## src/rtl/audio_mixer_pwm_if.sv

```systemverilog
// Channel FIFO side of the audio mixer: FWFT data/empty and busy in, pop and done pulses out.
// The master modport is the fill-engine/FIFO side; the mixer uses the slave modport.
interface audio_mixer_pwm_if;
    logic [127:0] fifo_dout;
    logic [3:0]   fifo_empty;
    logic [3:0]   fifo_rd_en;
    logic [3:0]   ch_busy;
    logic [3:0]   ch_done;

    modport master (
        output fifo_dout,
        output fifo_empty,
        output ch_busy,
        input  fifo_rd_en,
        input  ch_done
    );

    modport slave (
        input  fifo_dout,
        input  fifo_empty,
        input  ch_busy,
        output fifo_rd_en,
        output ch_done
    );
endinterface

```

## src/rtl/audio_mixer_pwm.sv

```systemverilog
// Four-channel audio mixer: one stereo pop per busy channel per sample period, EOF detection,
// 2-stage mix pipeline and first-order sigma-delta outputs. AUDIO_MIXER_SATURATE_EN selects
// saturating reduction of the 18-bit sums; otherwise the sums are averaged (>>> 2).
module audio_mixer_pwm #(
    parameter int unsigned CLKS_PER_SAMPLE = 2268,
    parameter logic [31:0] EOF_WORD        = 32'h0011_0045,
    parameter int unsigned EOF_COUNT       = 16
) (
    input  logic                    m00_axi_aclk,
    input  logic                    m00_axi_aresetn,
    audio_mixer_pwm_if.slave        ch_io,
    output logic [15:0]             left_mixer,
    output logic [15:0]             right_mixer,
    output logic                    sample_tick,
    output logic [7:0]              underrun_count,
    output logic                    left_out,
    output logic                    right_out
);
    localparam logic [11:0] LastCnt = 12'(CLKS_PER_SAMPLE - 1);
    localparam logic [4:0]  EofLast = 5'(EOF_COUNT - 1);

    // Sample-rate counter
    logic [11:0] cnt_q, cnt_d;
    logic        tick;

    assign tick  = (cnt_q == LastCnt);
    assign cnt_d = tick ? 12'd0 : cnt_q + 12'd1;

    // Per-channel pop decision in the tick cycle
    logic [31:0] ch_word [4];
    logic [3:0]  pop;
    logic [3:0]  underrun;
    logic [3:0]  is_eof;

    for (genvar n = 0; n < 4; n++) begin : g_ch
        assign ch_word[n]  = ch_io.fifo_dout[32*n +: 32];
        assign pop[n]      = tick & ch_io.ch_busy[n] & ~ch_io.fifo_empty[n];
        assign underrun[n] = tick & ch_io.ch_busy[n] & ch_io.fifo_empty[n];
        assign is_eof[n]   = (ch_word[n] == EOF_WORD);
    end

    assign ch_io.fifo_rd_en = pop;

    // Stage 1: 18-bit signed sums; EOF words, idle and underrun channels contribute 0
    logic signed [17:0] sum_l_d, sum_r_d, sum_l_q, sum_r_q;
    logic               tick1_q;

    always_comb begin
        sum_l_d = '0;
        sum_r_d = '0;
        for (int n = 0; n < 4; n++) begin
            if (pop[n] && !is_eof[n]) begin
                sum_l_d = sum_l_d + {{2{ch_word[n][31]}}, ch_word[n][31:16]};
                sum_r_d = sum_r_d + {{2{ch_word[n][15]}}, ch_word[n][15:0]};
            end
        end
    end

    // EOF run counters and done pulses
    logic [4:0] eof_q [4];
    logic [4:0] eof_d [4];
    logic [3:0] done_d, done_q;

    always_comb begin
        for (int n = 0; n < 4; n++) begin
            eof_d[n]  = eof_q[n];
            done_d[n] = 1'b0;
            if (!ch_io.ch_busy[n]) begin
                eof_d[n] = '0;
            end else if (pop[n]) begin
                if (!is_eof[n]) begin
                    eof_d[n] = '0;
                end else if (eof_q[n] == EofLast) begin
                    eof_d[n]  = '0;
                    done_d[n] = 1'b1;
                end else begin
                    eof_d[n] = eof_q[n] + 5'd1;
                end
            end
        end
    end

    assign ch_io.ch_done = done_q;

    // Saturating underrun counter, one increment per starved channel per tick
    logic [7:0] ur_q, ur_d;
    logic [8:0] ur_sum;

    always_comb begin
        ur_sum = {1'b0, ur_q};
        for (int n = 0; n < 4; n++) begin
            ur_sum = ur_sum + 9'(underrun[n]);
        end
        ur_d = ur_sum[8] ? 8'hFF : ur_sum[7:0];
    end

    assign underrun_count = ur_q;

    // Stage 2: reduce the 18-bit sums to 16-bit mixer samples
    logic [15:0] mix_l_d, mix_r_d, mix_l_q, mix_r_q;
    logic        tick2_q;

`ifdef AUDIO_MIXER_SATURATE_EN
    always_comb begin
        if (sum_l_q > 18'sd32767) begin
            mix_l_d = 16'h7FFF;
        end else if (sum_l_q < -18'sd32768) begin
            mix_l_d = 16'h8000;
        end else begin
            mix_l_d = sum_l_q[15:0];
        end
        if (sum_r_q > 18'sd32767) begin
            mix_r_d = 16'h7FFF;
        end else if (sum_r_q < -18'sd32768) begin
            mix_r_d = 16'h8000;
        end else begin
            mix_r_d = sum_r_q[15:0];
        end
    end
`else
    logic unused_sum_lsbs;

    assign mix_l_d         = sum_l_q[17:2];
    assign mix_r_d         = sum_r_q[17:2];
    assign unused_sum_lsbs = ^{sum_l_q[1:0], sum_r_q[1:0]};
`endif

    assign left_mixer  = mix_l_q;
    assign right_mixer = mix_r_q;
    assign sample_tick = tick2_q;

    // Sigma-delta: the carry out of a 16-bit accumulator of offset-binary samples is the bit
    logic [16:0] acc_l_d, acc_l_q, acc_r_d, acc_r_q;
    logic        out_l_q, out_r_q;

    assign acc_l_d = {1'b0, acc_l_q[15:0]} + {1'b0, mix_l_q ^ 16'h8000};
    assign acc_r_d = {1'b0, acc_r_q[15:0]} + {1'b0, mix_r_q ^ 16'h8000};

    assign left_out  = out_l_q;
    assign right_out = out_r_q;

    always_ff @(posedge m00_axi_aclk or negedge m00_axi_aresetn) begin
        if (!m00_axi_aresetn) begin
            cnt_q   <= '0;
            tick1_q <= 1'b0;
            tick2_q <= 1'b0;
            sum_l_q <= '0;
            sum_r_q <= '0;
            mix_l_q <= '0;
            mix_r_q <= '0;
            done_q  <= '0;
            ur_q    <= '0;
            acc_l_q <= '0;
            acc_r_q <= '0;
            out_l_q <= 1'b0;
            out_r_q <= 1'b0;
            for (int n = 0; n < 4; n++) begin
                eof_q[n] <= '0;
            end
        end else begin
            cnt_q   <= cnt_d;
            tick1_q <= tick;
            tick2_q <= tick1_q;
            if (tick) begin
                sum_l_q <= sum_l_d;
                sum_r_q <= sum_r_d;
            end
            if (tick1_q) begin
                mix_l_q <= mix_l_d;
                mix_r_q <= mix_r_d;
            end
            done_q  <= done_d;
            ur_q    <= ur_d;
            acc_l_q <= acc_l_d;
            acc_r_q <= acc_r_d;
            out_l_q <= acc_l_q[16];
            out_r_q <= acc_r_q[16];
            for (int n = 0; n < 4; n++) begin
                eof_q[n] <= eof_d[n];
            end
        end
    end

endmodule

```

## src/flat_wrapper.sv

```systemverilog
// flat-port wrapper written by rule: the top's interface ports become plain ports
module audio_mixer_pwm_flat 
#(
    parameter int unsigned CLKS_PER_SAMPLE = 2268,
    parameter logic [31:0] EOF_WORD        = 32'h0011_0045,
    parameter int unsigned EOF_COUNT       = 16
)
  (m00_axi_aclk, m00_axi_aresetn, left_mixer, right_mixer, sample_tick, underrun_count, left_out, right_out, ch_io_fifo_dout, ch_io_fifo_empty, ch_io_ch_busy, ch_io_fifo_rd_en, ch_io_ch_done);
  audio_mixer_pwm_if ch_io_i ();
  input  logic m00_axi_aclk;
  input  logic m00_axi_aresetn;
  output logic [15:0] left_mixer;
  output logic [15:0] right_mixer;
  output logic sample_tick;
  output logic [7:0] underrun_count;
  output logic left_out;
  output logic right_out;
  input wire logic [$bits(ch_io_i.fifo_dout)-1:0] ch_io_fifo_dout;
  input wire logic [$bits(ch_io_i.fifo_empty)-1:0] ch_io_fifo_empty;
  input wire logic [$bits(ch_io_i.ch_busy)-1:0] ch_io_ch_busy;
  output wire logic [$bits(ch_io_i.fifo_rd_en)-1:0] ch_io_fifo_rd_en;
  output wire logic [$bits(ch_io_i.ch_done)-1:0] ch_io_ch_done;
  assign ch_io_i.fifo_dout = ch_io_fifo_dout;
  assign ch_io_i.fifo_empty = ch_io_fifo_empty;
  assign ch_io_i.ch_busy = ch_io_ch_busy;
  assign ch_io_fifo_rd_en = ch_io_i.fifo_rd_en;
  assign ch_io_ch_done = ch_io_i.ch_done;
  audio_mixer_pwm #(.CLKS_PER_SAMPLE(CLKS_PER_SAMPLE), .EOF_WORD(EOF_WORD), .EOF_COUNT(EOF_COUNT)) u_core (.m00_axi_aclk(m00_axi_aclk), .m00_axi_aresetn(m00_axi_aresetn), .ch_io(ch_io_i), .left_mixer(left_mixer), .right_mixer(right_mixer), .sample_tick(sample_tick), .underrun_count(underrun_count), .left_out(left_out), .right_out(right_out));
endmodule
```

## config.mk

```make
export PLATFORM = sky130hd
export DESIGN_NAME = audio_mixer_pwm_flat
export DESIGN_NICKNAME = d
export VERILOG_FILES = /design/src/rtl/audio_mixer_pwm_if.sv /design/src/rtl/audio_mixer_pwm.sv /design/src/flat_wrapper.sv
export SDC_FILE = /design/constraint.sdc
export NUM_CORES = 1
export LEC_CHECK = 0
export BUFFER_PORTS_ARGS = -buffer_cell sky130_fd_sc_hd__buf_2
export CAP_MARGIN = 20
export CORE_MARGIN = 1.5
export CORE_UTILIZATION = 45
export DETAILED_ROUTE_END_ITERATION = 10
export HOLD_SLACK_MARGIN = 0.06
export PLACE_DENSITY = 0.73
export SLEW_MARGIN = 5
export SYNTH_ARGS = -nofsm -noshare
export SYNTH_HDL_FRONTEND = slang
export SYNTH_SLANG_ARGS = --single-unit
```

## constraint.sdc

```tcl
create_clock -name m00_axi_aclk -period 20.6 [get_ports m00_axi_aclk]
set_input_delay 3.09 -clock m00_axi_aclk [delete_from_list [all_inputs] [get_ports m00_axi_aclk]]
set_output_delay 3.09 -clock m00_axi_aclk [all_outputs]
set_load 0.01 [all_outputs]
```

# Word-level counts from Yosys, hierarchy flattened
# Index checks and enable logic that the tools add are counted.
# totals
out_inout_bits	51
register_bits	150
# op_classes
reduce_logical	8
n_eq_ne	13
add_sub_neg	17
n_bitwise	18
muxes	42
# ops
cell	count
18-bit 2-to-1 mux	8
32-bit by 21-bit == test with 1-bit output, second input constant	4
18-bit adder	6
5-bit 2-to-1 mux	16
16-bit by 16-bit adder with 17-bit output	2
9-bit by 1-bit adder with 9-bit output	3
5-bit by 1-bit adder with 5-bit output, second input constant	4
5-bit by 4-bit == test with 1-bit output, second input constant	4
1-bit 2-to-1 mux	16
12-bit by 1-bit adder with 12-bit output, second input constant	1
1-bit AND	12
12-bit == test, second input constant	1
12-bit 2-to-1 mux	1
8-bit by 1-bit adder with 9-bit output	1
8-bit 2-to-1 mux	1
2-bit by 1-bit != test with 1-bit output, second input constant	4
1-bit inverter	6
1-bit logical AND	4
1-bit zero test	4

# Depth between registers and ports, before layout
# logic_depth
ltp_word	11
depth_mapped	39
depth_no_buf	37

# Least setup slack after synthesis
# No wires, ideal clock.
# synth_timing
path_kind	in2reg
startpoint	input ch_io_fifo_empty[0]
endpoint	register u_core.sum_r_q[17]
required_time_ns	20.482
n_path_buf	3
path_slack_ns	10.199
cell_stages	37
arrival_ns	10.283
path_cell_list	nand2b_1 -> nor4_4 -> a21boi_4 -> clkbuf_1 -> clkbuf_1 -> clkbuf_1 -> nand2_1 -> inv_1 -> ha_1 -> a21o_1 -> maj3_1 -> o221ai_1 -> o31a_1 -> o221ai_1 -> o21a_1 -> or3_1 -> a32o_1 -> ha_1 -> nand2_1 -> a211oi_1 -> o311a_1 -> nand2b_1 -> xnor2_1 -> nand2_1 -> o21a_1 -> ha_1 -> nand3_1 -> nor2_1 -> o2111a_1 -> and2_1 -> a211oi_1 -> o2111ai_1 -> a21oi_1 -> xor2_1 -> nor2_1 -> xnor3_1 -> a21o_1
# synth_between
elab_chain_cells	10
# synth_rtl
item	line	source
start, declared	flat_wrapper.sv:19	input wire logic [$bits(ch_io_i.fifo_empty)-1:0] ch_io_fifo_empty;
1-bit inverter *	audio_mixer_pwm.sv:37	assign pop[n] = tick & ch_io.ch_busy[n] & ~ch_io.fifo_empty[n];
1-bit AND *	audio_mixer_pwm.sv:37	
named net ch_io_fifo_rd_en[0]	flat_wrapper.sv:21	output wire logic [$bits(ch_io_i.fifo_rd_en)-1:0] ch_io_fifo_rd_en;
1-bit logical AND *	audio_mixer_pwm.sv:52	if (pop[n] && !is_eof[n]) begin
18-bit 2-to-1 mux *	audio_mixer_pwm.sv:52	
18-bit adder	audio_mixer_pwm.sv:54	sum_r_d = sum_r_d + {{2{ch_word[n][15]}}, ch_word[n][15:0]};
18-bit 2-to-1 mux *	audio_mixer_pwm.sv:52	
18-bit adder	audio_mixer_pwm.sv:54	
18-bit 2-to-1 mux *	audio_mixer_pwm.sv:52	
18-bit adder	audio_mixer_pwm.sv:54	
18-bit 2-to-1 mux *	audio_mixer_pwm.sv:52	
end signal, assigned	audio_mixer_pwm.sv:166	sum_r_q <= sum_r_d;
end, declared	audio_mixer_pwm.sv:45	logic signed [17:0] sum_l_d, sum_r_d, sum_l_q, sum_r_q;
# The timed path passes the listed nets; every way through them passes the cells marked *.
# A chain may end at the register's enable or synchronous reset.

# Worst setup path in the final report
# layout_timing
startpoint	input ch_io_fifo_dout[25]
endpoint	register u_core.sum_r_q[17]
# layout_between
elab_chain_cells	10
# layout_rtl
item	line	source
start, declared	flat_wrapper.sv:18	input wire logic [$bits(ch_io_i.fifo_dout)-1:0] ch_io_fifo_dout;
32-bit by 21-bit == test with 1-bit output *	audio_mixer_pwm.sv:39	assign is_eof[n] = (ch_word[n] == EOF_WORD);
1-bit zero test *	audio_mixer_pwm.sv:52	
1-bit logical AND *	audio_mixer_pwm.sv:52	
18-bit 2-to-1 mux *	audio_mixer_pwm.sv:52	
18-bit adder	audio_mixer_pwm.sv:54	
18-bit 2-to-1 mux *	audio_mixer_pwm.sv:52	
18-bit adder	audio_mixer_pwm.sv:54	
18-bit 2-to-1 mux *	audio_mixer_pwm.sv:52	
18-bit adder	audio_mixer_pwm.sv:54	
18-bit 2-to-1 mux *	audio_mixer_pwm.sv:52	
# Mark *: on every way between the ends. The rest lies on a longest branch, timed or not.

==> results.json <==
{
  "synth_warnings": 0,
  "drv_slew": 0,
  "drc": 0,
  "slew-limit-headroom_pct": 35.0,
  "synth_seq_cells": 146,
  "fin_nets": 1980,
  "io_pins": 189,
  "worst_pin_slew_ns": 0.975,
  "hp-class": "flip-flop to flip-flop",
  "p_sw_share_pct": 26.3,
  "drive_above_1_share_pct": 16.8,
  "dp_cells": 2060,
  "die_y_um": 172,
  "die_area_um2": 29600,
  "dp_worst_setup_slack_ns": 9.55,
  "numPortBuffers": 188,
  "root_buffer": "clkbuf_16",
  "setup-violations-final": 0,
  "ys.flop_type": "dfrtp_1",
  "wl_met3_mm": 2.16,
  "critical_path.most_common_cell": "nor2_1",
  "fmax_mhz": 93.7,
  "core_um2": 27900,
  "hold_viol": 0,
  "final_area_um2": 14800,
  "whs_ns": 0.353,
  "fin_crit_sh_pct": 51.8,
  "vias": 11900,
  "crit_arrival_ns": 10.99,
  "row_count": 61,
  "cts_max_path_buffers": 2,
  "drt_iter0_drc": 907,
  "rsz0062_at_grt": "false",
  "synth.top_cell.area_share_pct": 28.4,
  "clk_latency_ns": 0.43,
  "cts.repair.resized": 0,
  "met1_length_mm": 16.8,
  "htreeDepth": 4,
  "ys_seq_area_share_pct": 28.4,
  "cts_tree": "yes",
  "clkTransAtPathRegs_ns": 0.07,
  "crit_required_ns": 20.92,
  "detailed_place_hpwl_mm": 29.0,
  "crit_path_start_kind": "primary input",
  "areaGrowthSynthToFinish_pct": 15.4,
  "grt_pass1_vias": 11200,
  "synth_nets": 1803,
  "max_stage_delay_ns": 0.73,
  "top_layer": "met5",
  "outcome": "finished, final reports clean",
  "antenna_left": 0,
  "routedWlPerCell_um": 17.4,
  "crit_slowest_cell": "nor4_1",
  "synth_edf_count": 0,
  "nFillCells": 2641,
  "power.switching_mw": 0.183,
  "wl_mm": 36.3,
  "period_minus_slack_ns": 10.67,
  "synth.distinct_cells": 81,
  "grt_remaining_overflow": 0,
  "grt_pass1_wl_mm": 57.3,
  "avgSynthCellArea_um2": 8.43,
  "finalPower_mw": 0.693,
  "synth_area_leader_cell": "dfrtp_1",
  "ys_async_sr_fraction_pct": 100,
  "initial_core_util_pct": 46.0,
  "grt_use_total_pct": 24.8,
  "fin_tns_setup_ns": 0,
  "crit_fanout": 35,
  "p_seq_share_pct": 41.7,
  "vias_per_cell": 5.68,
  "drv_cap": 0,
  "grt_max_degree": 101,
  "placed_cell_area_um2": 14200,
  "end_kind": "flip-flop",
  "cts_buffers": 17,
  "dr_wl_met2_mm": 16.3,
  "synthTopCellsByArea": "dfrtp_1 (28%), ha_1 (13%), xnor2_1 (5.2%), nand2_1 (4.6%), nor2_1 (4.3%)",
  "synth_area_um2": 12900,
  "power.share.combinational_pct": 10.1,
  "die_width_um": 172,
  "p_clk_share_pct": 48.2,
  "synth_cells": 1524,
  "clock_sinks": 146,
  "cts_hold_buffers": 0,
  "layoutNonFillerInstCount": 2094,
  "power_density_nw_per_um2": 46.7,
  "grt_antenna_before_repair": 4,
  "gp_congestion": 0.939,
  "fin_util_pct": 53.1,
  "power_leakage_nw": 7.41,
  "final.setup_skew_ns": 0.0147,
  "worst_slack_ns": 9.93,
  "dr.pass1.iters": 8,
  "power.internal_mw": 0.511,
  "path_class": "primary input to flip-flop",
  "post_cts_buffers": 0,
  "ir_worst_vdd_mv": 0.0394
}
-- layer usage --
metal	vias up	track usage, %
li1	5868	-
met1	5604	33.7
met2	361	39.3
met3	57	4.35
met4	4	9.38
met5	-	0
-- cells by family (layout without fill, tap and decap cells) --
| logic type | Yosys count | count (layout) | share of synthesized area [%] |
|---|---|---|---|
| other cells | 0 | 2 | 0 |
| compound gates | 404 | 404 | 20.1 |
| xor+xnor | 124 | 124 | 8.66 |
| fa+ha+maj | 147 | 147 | 14.7 |
| simple gates | 553 | 553 | 21.3 |
| mux | 42 | 42 | 3.61 |
| buf+inv | 108 | 298 | 3.17 |
| flops | 146 | 146 | 28.4 |
-- registers in the layout, summed over array words and instances, names as in the netlist --
name / cells
u_core.ch_io.ch_done: 4
u_core.right_mixer: 16
u_core.cnt_q: 12
u_core.left_mixer: 16
u_core.underrun_count: 8
u_core.left_out: 1
u_core.sample_tick: 1
u_core.eof_q: 20
u_core.sum_l_q: 16
u_core.tick1_q: 1
u_core.acc_r_q: 17
u_core.right_out: 1
u_core.acc_l_q: 17
u_core.sum_r_q: 16
-- synth_stat cells, drive strengths merged, types with 11 or more instances --
library cell,instances
a21oi,92
o21ai,132
mux2,35
a211oi,11
ha,132
a21o,31
inv,67
xnor2,76
and2,30
or3,15
a31oi,16
nand2,157
o21a,26
nor2,146
nand3,41
nor4b,16
and3,14
clkbuf,32
nand2b,17
nor3,28
o211ai,17
dfrtp,146
nand4,15
xor2,46
nor4,21
nor2b,26
-- path summary, 6_finish.rpt --
| path | startpoint | end | slack, ns | cells after the start |
|---|---|---|---|---|
| max | ch_io_fifo_dout[25] | u_core.sum_r_q[17]$_DFFE_PN0N_ | 9.93 | 37 |
| min | u_core.acc_r_q[16]$_DFF_PN0_ | u_core.right_out$_DFF_PN0_ | 0.35 | 0 |
| max reg2reg | u_core.cnt_q[9]$_DFF_PN0_ | u_core.sum_r_q[17]$_DFFE_PN0N_ | 11.81 | 34 |
| min reg2reg | u_core.acc_r_q[16]$_DFF_PN0_ | u_core.right_out$_DFF_PN0_ | 0.35 | 0 |
| max in group asynchronous | m00_axi_aresetn | u_core.ch_io.ch_done[3]$_DFF_PN0_ | 16.68 | 2 |
| min in group asynchronous | m00_axi_aresetn | u_core.sum_r_q[17]$_DFFE_PN0N_ | 2.77 | 1 |
-- cell type report --
cell class	count	area (µm²)	area share, %
Clock inverter	15	194	1.31
Multi-Input combinational cell	1270	8800	59.4
Sequential cell	146	3650	24.6
Tap cell	378	473	3.19
Antenna cell	2	5.00	0.0337
Timing Repair Buffer	198	1020	6.89
Clock buffer	17	425	2.87
Inverter	68	255	1.72
-- cells in the final DEF (no fill, tap or decap), types with 35 or more instances in the layout --
cell / instances
buf_2: 187
nand2_1: 156
nor2_1: 146
dfrtp_1: 146
ha_1: 132
a21oi_1: 92
o21ai_0: 90
xnor2_1: 76
inv_1: 67
xor2_1: 46
nand3_1: 41
o21ai_1: 40
mux2_2: 35
-- power groups by stage --
stage          Sequential [mW]  Combinational (mW)  Clock, mW
6_report                 0.289              0.0703      0.334
5_1_grt                  0.289              0.0768      0.354
3_5_place_dp             0.294              0.0694          0
4_1_cts                  0.289              0.0698      0.340
3_3_place_gp             0.294              0.0684          0
2_1_floorplan            0.294              0.0337          0
-- critical path: cells and delay by family --
family                     cells  cell delay (ns)
AOI/OAI and AO/OA             14             2.95
and+or+nand+nor               12             2.38
adders and majority gates      4             1.29
xor gates and xnor gates       5             1.04
buffers and inverters          2             0.20
Note: power is estimated with default switching activity, not from simulation.
